==> src/rtl/uart_xcvr_if.sv <==
// Register-side and pad-side signals of the UART transceiver.
// The slave modport is the transceiver; master is whatever drives it.
interface uart_xcvr_if;
  logic       tx_valid_i;
  logic [7:0] tx_data_i;
  logic       tx_ready_o;
  logic       tx_o;
  logic       rx_i;
  logic       rx_valid_o;
  logic [7:0] rx_data_o;
  logic       rx_ready_i;
  logic       rx_frame_err_o;
  logic       rx_parity_err_o;
  logic       rx_overflow_o;

  modport slave (
    input  tx_valid_i, tx_data_i, rx_i, rx_ready_i,
    output tx_ready_o, tx_o, rx_valid_o, rx_data_o,
           rx_frame_err_o, rx_parity_err_o, rx_overflow_o
  );

  modport master (
    output tx_valid_i, tx_data_i, rx_i, rx_ready_i,
    input  tx_ready_o, tx_o, rx_valid_o, rx_data_o,
           rx_frame_err_o, rx_parity_err_o, rx_overflow_o
  );
endinterface

==> src/rtl/uart_xcvr.sv <==
// Device-side UART: 8 data bits, optional parity, 1 stop bit, LSB first.
// state      | meaning
// IDLE       | line idle (TX: ready for a byte, RX: waiting for a low level)
// START/DATA | start bit / eight data bits, each CPB cycles
// PARITY/STOP| optional parity bit / stop bit
// BREAK      | RX only: line stuck low after a frame error, wait for high
module uart_xcvr #(
  parameter int CLK_FREQ   = 50000000,
  parameter int BAUD       = 115200,
  parameter bit PARITY_EN  = 1'b0,
  parameter bit PARITY_ODD = 1'b0
) (
  input logic        clk_i,
  input logic        rst_ni,
  uart_xcvr_if.slave bus
);

  localparam int CPB   = CLK_FREQ / BAUD;
  localparam int CNT_W = (CPB < 4) ? 2 : $clog2(CPB);
  localparam logic [CNT_W-1:0] BIT_LAST  = CNT_W'(CPB - 1);
  // Start bit is checked so that its sample lands CPB/2-1 cycles after the first low rxs cycle.
  localparam logic [CNT_W-1:0] HALF_LAST = CNT_W'(CPB / 2 - 2);

  if (CPB < 4) begin : g_cpb_check
    $error("uart_xcvr: CLK_FREQ/BAUD must be at least 4");
  end

  typedef enum logic [2:0] {
    TX_IDLE, TX_START, TX_DATA, TX_PARITY, TX_STOP
  } tx_state_t;

  typedef enum logic [2:0] {
    RX_IDLE, RX_START, RX_DATA, RX_PARITY, RX_STOP, RX_BREAK
  } rx_state_t;

  tx_state_t        tx_state, tx_state_nxt;
  logic [CNT_W-1:0] tx_cnt, tx_cnt_nxt;
  logic [2:0]       tx_bit, tx_bit_nxt;
  logic [7:0]       tx_shift, tx_shift_nxt;
  logic             tx_par, tx_par_nxt;
  logic             tx_line, tx_line_nxt;

  always_ff @(posedge clk_i or negedge rst_ni) begin
    if (!rst_ni) begin
      tx_state <= TX_IDLE;
      tx_cnt   <= '0;
      tx_bit   <= '0;
      tx_shift <= '0;
      tx_par   <= 1'b0;
      tx_line  <= 1'b1;
    end else begin
      tx_state <= tx_state_nxt;
      tx_cnt   <= tx_cnt_nxt;
      tx_bit   <= tx_bit_nxt;
      tx_shift <= tx_shift_nxt;
      tx_par   <= tx_par_nxt;
      tx_line  <= tx_line_nxt;
    end
  end

  // tx_line is registered from the next-state decode so the pad never glitches.
  always_comb begin
    tx_state_nxt = tx_state;
    tx_cnt_nxt   = tx_cnt;
    tx_bit_nxt   = tx_bit;
    tx_shift_nxt = tx_shift;
    tx_par_nxt   = tx_par;
    tx_line_nxt  = tx_line;
    if (tx_state != TX_IDLE) tx_cnt_nxt = tx_cnt - CNT_W'(1);
    unique case (tx_state)
      TX_IDLE: begin
        tx_line_nxt = 1'b1;
        if (bus.tx_valid_i) begin
          tx_state_nxt = TX_START;
          tx_cnt_nxt   = BIT_LAST;
          tx_shift_nxt = bus.tx_data_i;
          tx_par_nxt   = (^bus.tx_data_i) ^ PARITY_ODD;
          tx_line_nxt  = 1'b0;
        end
      end
      TX_START: begin
        if (tx_cnt == '0) begin
          tx_state_nxt = TX_DATA;
          tx_cnt_nxt   = BIT_LAST;
          tx_bit_nxt   = '0;
          tx_line_nxt  = tx_shift[0];
        end
      end
      TX_DATA: begin
        if (tx_cnt == '0) begin
          tx_cnt_nxt = BIT_LAST;
          if (tx_bit == 3'd7) begin
            tx_state_nxt = PARITY_EN ? TX_PARITY : TX_STOP;
            tx_line_nxt  = PARITY_EN ? tx_par : 1'b1;
          end else begin
            tx_bit_nxt   = tx_bit + 3'd1;
            tx_shift_nxt = {1'b0, tx_shift[7:1]};
            tx_line_nxt  = tx_shift[1];
          end
        end
      end
      TX_PARITY: begin
        if (tx_cnt == '0) begin
          tx_state_nxt = TX_STOP;
          tx_cnt_nxt   = BIT_LAST;
          tx_line_nxt  = 1'b1;
        end
      end
      TX_STOP: begin
        if (tx_cnt == '0) begin
          tx_state_nxt = TX_IDLE;
          tx_line_nxt  = 1'b1;
        end
      end
      default: begin
        tx_state_nxt = TX_IDLE;
        tx_line_nxt  = 1'b1;
      end
    endcase
  end

  assign bus.tx_o       = tx_line;
  assign bus.tx_ready_o = (tx_state == TX_IDLE);

  logic             rx_s1, rxs;
  rx_state_t        rx_state, rx_state_nxt;
  logic [CNT_W-1:0] rx_cnt, rx_cnt_nxt;
  logic [2:0]       rx_bit, rx_bit_nxt;
  logic [7:0]       rx_shift, rx_shift_nxt;
  logic             rx_par_bad, rx_par_bad_nxt;
  logic             rx_done, rx_ferr_set, rx_perr_set;
  logic             rx_valid_q, ferr_q, perr_q, ovf_q;
  logic [7:0]       rx_data_q;

  always_ff @(posedge clk_i or negedge rst_ni) begin
    if (!rst_ni) begin
      rx_s1      <= 1'b1;
      rxs        <= 1'b1;
      rx_state   <= RX_IDLE;
      rx_cnt     <= '0;
      rx_bit     <= '0;
      rx_shift   <= '0;
      rx_par_bad <= 1'b0;
    end else begin
      rx_s1      <= bus.rx_i;
      rxs        <= rx_s1;
      rx_state   <= rx_state_nxt;
      rx_cnt     <= rx_cnt_nxt;
      rx_bit     <= rx_bit_nxt;
      rx_shift   <= rx_shift_nxt;
      rx_par_bad <= rx_par_bad_nxt;
    end
  end

  always_comb begin
    rx_state_nxt   = rx_state;
    rx_cnt_nxt     = rx_cnt;
    rx_bit_nxt     = rx_bit;
    rx_shift_nxt   = rx_shift;
    rx_par_bad_nxt = rx_par_bad;
    rx_done        = 1'b0;
    rx_ferr_set    = 1'b0;
    rx_perr_set    = 1'b0;
    if (rx_state != RX_IDLE && rx_state != RX_BREAK) rx_cnt_nxt = rx_cnt - CNT_W'(1);
    unique case (rx_state)
      RX_IDLE: begin
        if (!rxs) begin
          rx_state_nxt   = RX_START;
          rx_cnt_nxt     = HALF_LAST;
          rx_par_bad_nxt = 1'b0;
        end
      end
      RX_START: begin
        if (rx_cnt == '0) begin
          rx_state_nxt = rxs ? RX_IDLE : RX_DATA;
          rx_cnt_nxt   = BIT_LAST;
          rx_bit_nxt   = '0;
        end
      end
      RX_DATA: begin
        if (rx_cnt == '0) begin
          rx_shift_nxt = {rxs, rx_shift[7:1]};
          rx_cnt_nxt   = BIT_LAST;
          if (rx_bit == 3'd7) rx_state_nxt = PARITY_EN ? RX_PARITY : RX_STOP;
          else                rx_bit_nxt   = rx_bit + 3'd1;
        end
      end
      RX_PARITY: begin
        if (rx_cnt == '0) begin
          rx_par_bad_nxt = rxs ^ (^rx_shift) ^ PARITY_ODD;
          rx_state_nxt   = RX_STOP;
          rx_cnt_nxt     = BIT_LAST;
        end
      end
      RX_STOP: begin
        if (rx_cnt == '0) begin
          if (!rxs) begin
            rx_ferr_set  = 1'b1;
            rx_state_nxt = RX_BREAK;
          end else begin
            rx_perr_set  = rx_par_bad;
            rx_done      = !rx_par_bad;
            rx_state_nxt = RX_IDLE;
          end
        end
      end
      RX_BREAK: begin
        if (rxs) rx_state_nxt = RX_IDLE;
      end
      default: rx_state_nxt = RX_IDLE;
    endcase
  end

  // Single-entry holding register; a consume in the completion cycle makes room for the new byte.
  always_ff @(posedge clk_i or negedge rst_ni) begin
    if (!rst_ni) begin
      rx_valid_q <= 1'b0;
      rx_data_q  <= '0;
      ferr_q     <= 1'b0;
      perr_q     <= 1'b0;
      ovf_q      <= 1'b0;
    end else begin
      ferr_q <= rx_ferr_set;
      perr_q <= rx_perr_set;
      ovf_q  <= 1'b0;
      if (rx_done) begin
        if (!rx_valid_q || bus.rx_ready_i) begin
          rx_data_q  <= rx_shift;
          rx_valid_q <= 1'b1;
        end else begin
          ovf_q <= 1'b1;
        end
      end else if (rx_valid_q && bus.rx_ready_i) begin
        rx_valid_q <= 1'b0;
      end
    end
  end

  assign bus.rx_valid_o      = rx_valid_q;
  assign bus.rx_data_o       = rx_data_q;
  assign bus.rx_frame_err_o  = ferr_q;
  assign bus.rx_parity_err_o = perr_q;
  assign bus.rx_overflow_o   = ovf_q;

endmodule

==> src/flat_wrapper.sv <==
// flat-port wrapper written by rule: the top's interface ports become plain ports
module uart_xcvr_flat 
#(
  parameter int CLK_FREQ   = 50000000,
  parameter int BAUD       = 115200,
  parameter bit PARITY_EN  = 1'b0,
  parameter bit PARITY_ODD = 1'b0
)
  (clk_i, rst_ni, bus_tx_valid_i, bus_tx_data_i, bus_rx_i, bus_rx_ready_i, bus_tx_ready_o, bus_tx_o, bus_rx_valid_o, bus_rx_data_o, bus_rx_frame_err_o, bus_rx_parity_err_o, bus_rx_overflow_o);
  uart_xcvr_if bus_i ();
  input logic clk_i;
  input logic rst_ni;
  input wire logic [$bits(bus_i.tx_valid_i)-1:0] bus_tx_valid_i;
  input wire logic [$bits(bus_i.tx_data_i)-1:0] bus_tx_data_i;
  input wire logic [$bits(bus_i.rx_i)-1:0] bus_rx_i;
  input wire logic [$bits(bus_i.rx_ready_i)-1:0] bus_rx_ready_i;
  output wire logic [$bits(bus_i.tx_ready_o)-1:0] bus_tx_ready_o;
  output wire logic [$bits(bus_i.tx_o)-1:0] bus_tx_o;
  output wire logic [$bits(bus_i.rx_valid_o)-1:0] bus_rx_valid_o;
  output wire logic [$bits(bus_i.rx_data_o)-1:0] bus_rx_data_o;
  output wire logic [$bits(bus_i.rx_frame_err_o)-1:0] bus_rx_frame_err_o;
  output wire logic [$bits(bus_i.rx_parity_err_o)-1:0] bus_rx_parity_err_o;
  output wire logic [$bits(bus_i.rx_overflow_o)-1:0] bus_rx_overflow_o;
  assign bus_i.tx_valid_i = bus_tx_valid_i;
  assign bus_i.tx_data_i = bus_tx_data_i;
  assign bus_i.rx_i = bus_rx_i;
  assign bus_i.rx_ready_i = bus_rx_ready_i;
  assign bus_tx_ready_o = bus_i.tx_ready_o;
  assign bus_tx_o = bus_i.tx_o;
  assign bus_rx_valid_o = bus_i.rx_valid_o;
  assign bus_rx_data_o = bus_i.rx_data_o;
  assign bus_rx_frame_err_o = bus_i.rx_frame_err_o;
  assign bus_rx_parity_err_o = bus_i.rx_parity_err_o;
  assign bus_rx_overflow_o = bus_i.rx_overflow_o;
  uart_xcvr #(.CLK_FREQ(CLK_FREQ), .BAUD(BAUD), .PARITY_EN(PARITY_EN), .PARITY_ODD(PARITY_ODD)) u_core (.clk_i(clk_i), .rst_ni(rst_ni), .bus(bus_i));
endmodule
==> config.mk <==
export PLATFORM = sky130hd
export DESIGN_NAME = uart_xcvr_flat
export DESIGN_NICKNAME = d
export VERILOG_FILES = /design/src/rtl/uart_xcvr_if.sv /design/src/rtl/uart_xcvr.sv /design/src/flat_wrapper.sv
export SDC_FILE = /design/constraint.sdc
export NUM_CORES = 1
export LEC_CHECK = 0
export ABC_AREA = 0
export ABC_CLOCK_PERIOD_IN_PS = 4200
export BUFFER_PORTS_ARGS = -buffer_cell sky130_fd_sc_hd__buf_2
export CAP_MARGIN = 20
export CORE_AREA = 2 2 99 101
export DETAILED_ROUTE_END_ITERATION = 7
export DIE_AREA = 0 0 101 103
export PLACE_DENSITY_LB_ADDON = 0.2
export SYNTH_ARGS = -nofsm -noshare
export SYNTH_HDL_FRONTEND = slang
export SYNTH_SLANG_ARGS = --single-unit
==> constraint.sdc <==
create_clock -name clk_i -period 4.2 [get_ports clk_i]
set_input_delay 0.21 -clock clk_i [delete_from_list [all_inputs] [get_ports clk_i]]
set_output_delay 0.21 -clock clk_i [all_outputs]
set_load 0.05 [all_outputs]
==> PnR_summary.wiki <==
{| class="wikitable"
! Metric !! Value
|-
| Final worst hold slack || between 0.15 and 0.2 ns
|-
| Post-synthesis sequential element count || 62
|-
| Top library cells by usage in the layout, fill and taps aside || sky130_fd_sc_hd__dfrtp_1, sky130_fd_sc_hd__mux2_2, sky130_fd_sc_hd__buf_2
|-
| Count of flip-flops with a built-in enable after synthesis || 0
|-
| Leading area contributor after synthesis || sky130_fd_sc_hd__dfrtp_1
|-
| Final net count || ~340
|-
| Measured slew at the worst slew-check pin || between 0.7 and 0.8 ns
|-
| Fillers || 951
|-
| Effective utilization at floorplan || 0.3443
|-
| Min-delay worst type || in -> reg
|-
| TritonRoute pass-1 iters || 4
|-
| Clk Latency, worst-skew pair || approximately 0.34 ns
|-
| Clock Skews || ~0.0094 ns
|-
| Count of vias placed by the detailed router || between 2000 and 2500
|-
| Max VDD drop || around 0.17 mV
|-
| Period minus WS final || 2.412 ns
|-
| Most frequent standard cell in the layout excluding fill and tap cells || sky130_fd_sc_hd__dfrtp_1
|-
| Overall die area || 10400 µm²
|-
| Worst setup slack after layout || roughly 1.8 ns
|-
| Achievable frequency || a little over 0.4 GHz
|-
| Worst setup slack after placement || roughly 1.8 ns
|-
| Count of maximum capacitance violations || 0
|-
| Lkg Pwr || between 1.5 and 2 nW
|-
| Worst endpoint required time || 4.43 ns
|-
| CTS Root Buffer Type || sky130_fd_sc_hd__clkbuf_8
|-
| Critical path arrival || roughly 2.6 ns
|-
| Global-route wire length before repair || slightly above 10 mm
|-
| Initial antenna violation count || 0
|-
| Net count after synthesis || 315
|-
| Worst-path clk slew || roughly 0.07 ns
|-
| Top post-synthesis cells by area || sky130_fd_sc_hd__dfrtp_1, sky130_fd_sc_hd__mux2_2, sky130_fd_sc_hd__o21ai_0, sky130_fd_sc_hd__nor2_1, sky130_fd_sc_hd__dfstp_2
|-
| Total inserted antenna cells || 0
|-
| Top Ports || 27
|-
| Worst max-slew margin expressed relative to the limit || 0.5038
|-
| Sort of element at the start of the critical path || flop
|-
| Post-synth top area share || 0.4533
|-
| Number of cells upsized or downsized after cts || 0
|-
| Final-layout setup total negative slack || 0 ns
|-
| Core outline area || 9459 µm²
|-
| Crit Path Max Fanout || 8
|-
| Footprint of the multi-input gates || between 1500 and 2000 µm²
|-
| Layout cell share with drive strength beyond 1 || 0.2805
|-
| YS warnings || 0
|-
| Gate count of the mapped netlist || 296
|-
| Inserted Clock Buffers || 9
|-
| Tcrit/Tclk final || 0.5744
|-
| DR DRC count || 0
|-
| Maximum count of clock buffers along a single path || 2
|-
| Total congestion overflow || 0
|-
| DRT iter0 DRCs || 94
|-
| Cell chain of the critical path || inv_1, ha_1, nor4b_4, nand4_1, nor2b_1, mux2_2
|-
| Count of H-tree levels built during CTS || 3
|-
| RSZ-0062 raised after global routing || false
|-
| Outcome || finished clean
|-
| Final Routed Wirelength || between 6 and 7 mm
|-
| Count of unique library cells instantiated by Yosys || between 50 and 60
|-
| Master of the slowest instance on the critical path || sky130_fd_sc_hd__nor2b_1
|-
| Layout overhead on the synthesized area || 13.14%
|-
| Total routing resource utilization after global routing || 0.1267
|-
| P per Cell Area || 312.2 nW/µm²
|-
| Setup crit end kind || flop
|-
| Portion of the post-synthesis area used by sequential elements || 0.4775
|-
| Final setup vio count || 0
|-
| Leading register cell type out of synthesis || sky130_fd_sc_hd__dfrtp_1
|-
| Hold Path Stages || 3
|-
| Detailed-route wire length per cell || between 10 and 15 µm
|-
| Clock sink count || 62
|-
| Number of standard-cell rows in the floorplan || 36
|-
| Antenna Violating Nets Remaining || 0
|-
| Critical path start-end classification || reg -> reg
|-
| FF/Latch Area || 1555 µm²
|-
| Crit path largest cell delay || around 0.62 ns
|-
| Vias in the first global route || between 2000 and 2500
|-
| RD Place Congestion || between 0.7 and 0.8
|-
| Number of buffers added on ports || 26
|-
| Max Slew Vio Count || 0
|-
| Maximum number of pins on one net before global-route repair || 52
|-
| Share of flip-flops with an asynchronous set or reset || 1.000
|-
| Height of the die || just over 100 µm
|-
| Worst r2r path cells || 6
|-
| Via/cell ratio || about 5
|-
| Clock tree from TritonCTS || built
|-
| Number of hold violations in the final report || 0
|-
| Final HPWL from detailed placement || slightly above 4 mm
|-
| Post-synthesis area per instance || about 11 µm²
|-
| Die X-Extent || 101 µm
|-
| Mapped cell area || between 3000 and 4000 µm²
|}
==> worst max-delay path: cells and delay by family, from the launching register on <==
kind | cells | cell delay (ns)
buf+inv | 1 | 0.09
flops | 1 | 0.38
fa+ha+maj | 1 | 0.19
mux | 1 | 0.41
simple gates | 3 | 1.23
==> registers in the layout, summed over array words and instances, names as in the netlist <==
register                    count
u_core.rx_bit                   3
u_core.rx_par_bad               1
u_core.tx_bit                   3
u_core.bus.rx_data_o            8
u_core.bus.rx_parity_err_o      1
u_core.bus.rx_overflow_o        1
u_core.rx_s1                    1
u_core.bus.rx_frame_err_o       1
u_core.tx_state                 3
u_core.tx_shift                 8
u_core.rx_shift                 8
u_core.tx_cnt                   9
u_core.bus.tx_o                 1
u_core.rx_cnt                   9
u_core.rx_state                 3
u_core.rxs                      1
u_core.bus.rx_valid_o           1
==> cell type report <==
cell class | count | share of cell area
Multi-Input combinational cell | 208 | 0.4316
Sequential cell | 62 | 0.4221
Clock buffer | 10 | 0.03463
Inverter | 13 | 0.01324
Tap cell | 114 | 0.03871
Timing Repair Buffer | 29 | 0.04278
Clock inverter | 6 | 0.01698
==> Yosys cell counts, drive strengths merged, types with 5 or more instances <==
| library cell | number |
|---|---|
| a21oi | 9 |
| buf | 6 |
| clkbuf | 7 |
| dfrtp | 59 |
| ha | 6 |
| inv | 13 |
| mux2 | 33 |
| nand2 | 22 |
| nand4 | 5 |
| nor2 | 22 |
| nor2b | 6 |
| nor3 | 9 |
| o21ai | 20 |
| xnor2 | 8 |
| xor2 | 8 |
==> power by group <==
part	internal [W]	total [W]	switching (W)
registers	0.000603	0.000606	0.00000355
logic	0.0000139	0.0000303	0.0000164
clock network	0.000272	0.000514	0.000242
total	0.000888	0.00115	0.000262
==> through the flow <==
stage,util,total power (W),instances,area [µm²]
final,0.3896,0.001150,442,3685
after global routing,0.3896,0.001210,442,3685
after CTS,0.3896,0.001175,442,3685
after detailed placement,0.3673,0.0006481,424,3475
after global placement,0.3673,0.0006473,424,3475
after floorplan,-,0.0006267,296,3257
==> path summary, 6_finish.rpt <==
| path | from | endpoint | slack, ns |
|---|---|---|---|
| setup / recovery | u_core.rx_cnt[0]$_DFF_PN0_ | u_core.bus.rx_data_o[1]$_DFFE_PN0P_ | 1.79 |
| max in group asynchronous | rst_ni | u_core.rx_cnt[5]$_DFF_PN0_ | 3.00 |
| min in group asynchronous | rst_ni | u_core.tx_cnt[1]$_DFF_PN0_ | 0.27 |
| hold / removal | bus_rx_ready_i | u_core.bus.rx_overflow_o$_DFF_PN0_ | 0.17 |
| hold reg to reg | u_core.rx_s1$_DFF_PN1_ | u_core.rxs$_DFF_PN1_ | 0.36 |
| setup reg to reg | u_core.rx_cnt[0]$_DFF_PN0_ | u_core.bus.rx_data_o[1]$_DFFE_PN0P_ | 1.79 |
==> per-layer routing <==
metal | global-route usage | share of wire | vias up
met3 | 0.03864 | 0.033 | 11
met2 | 0.1974 | 0.47 | 24
met4 | 0.04470 | 0.015 | 0
li1 | - | - | 1096
met5 | 0 | 0 | -
met1 | 0.1679 | 0.48 | 1079
==> cells by family after synthesis <==
logic type	after synthesis	share of synthesized area
xor+xnor	18	0.05686
fa+ha+maj	6	0.02305
simple gates	100	0.1902
mux	36	0.1233
flops	62	0.4775
compound gates	48	0.09489
buf+inv	26	0.03419
==> what timing repair did <==
| item | CTS | global route |
|---|---|---|
| hold endpoints to repair | 11 | 0 |
| buffers inserted | 0 | 0 |
| hold buffers | 2 | 0 |
Note: power is estimated with default switching activity, not from simulation.
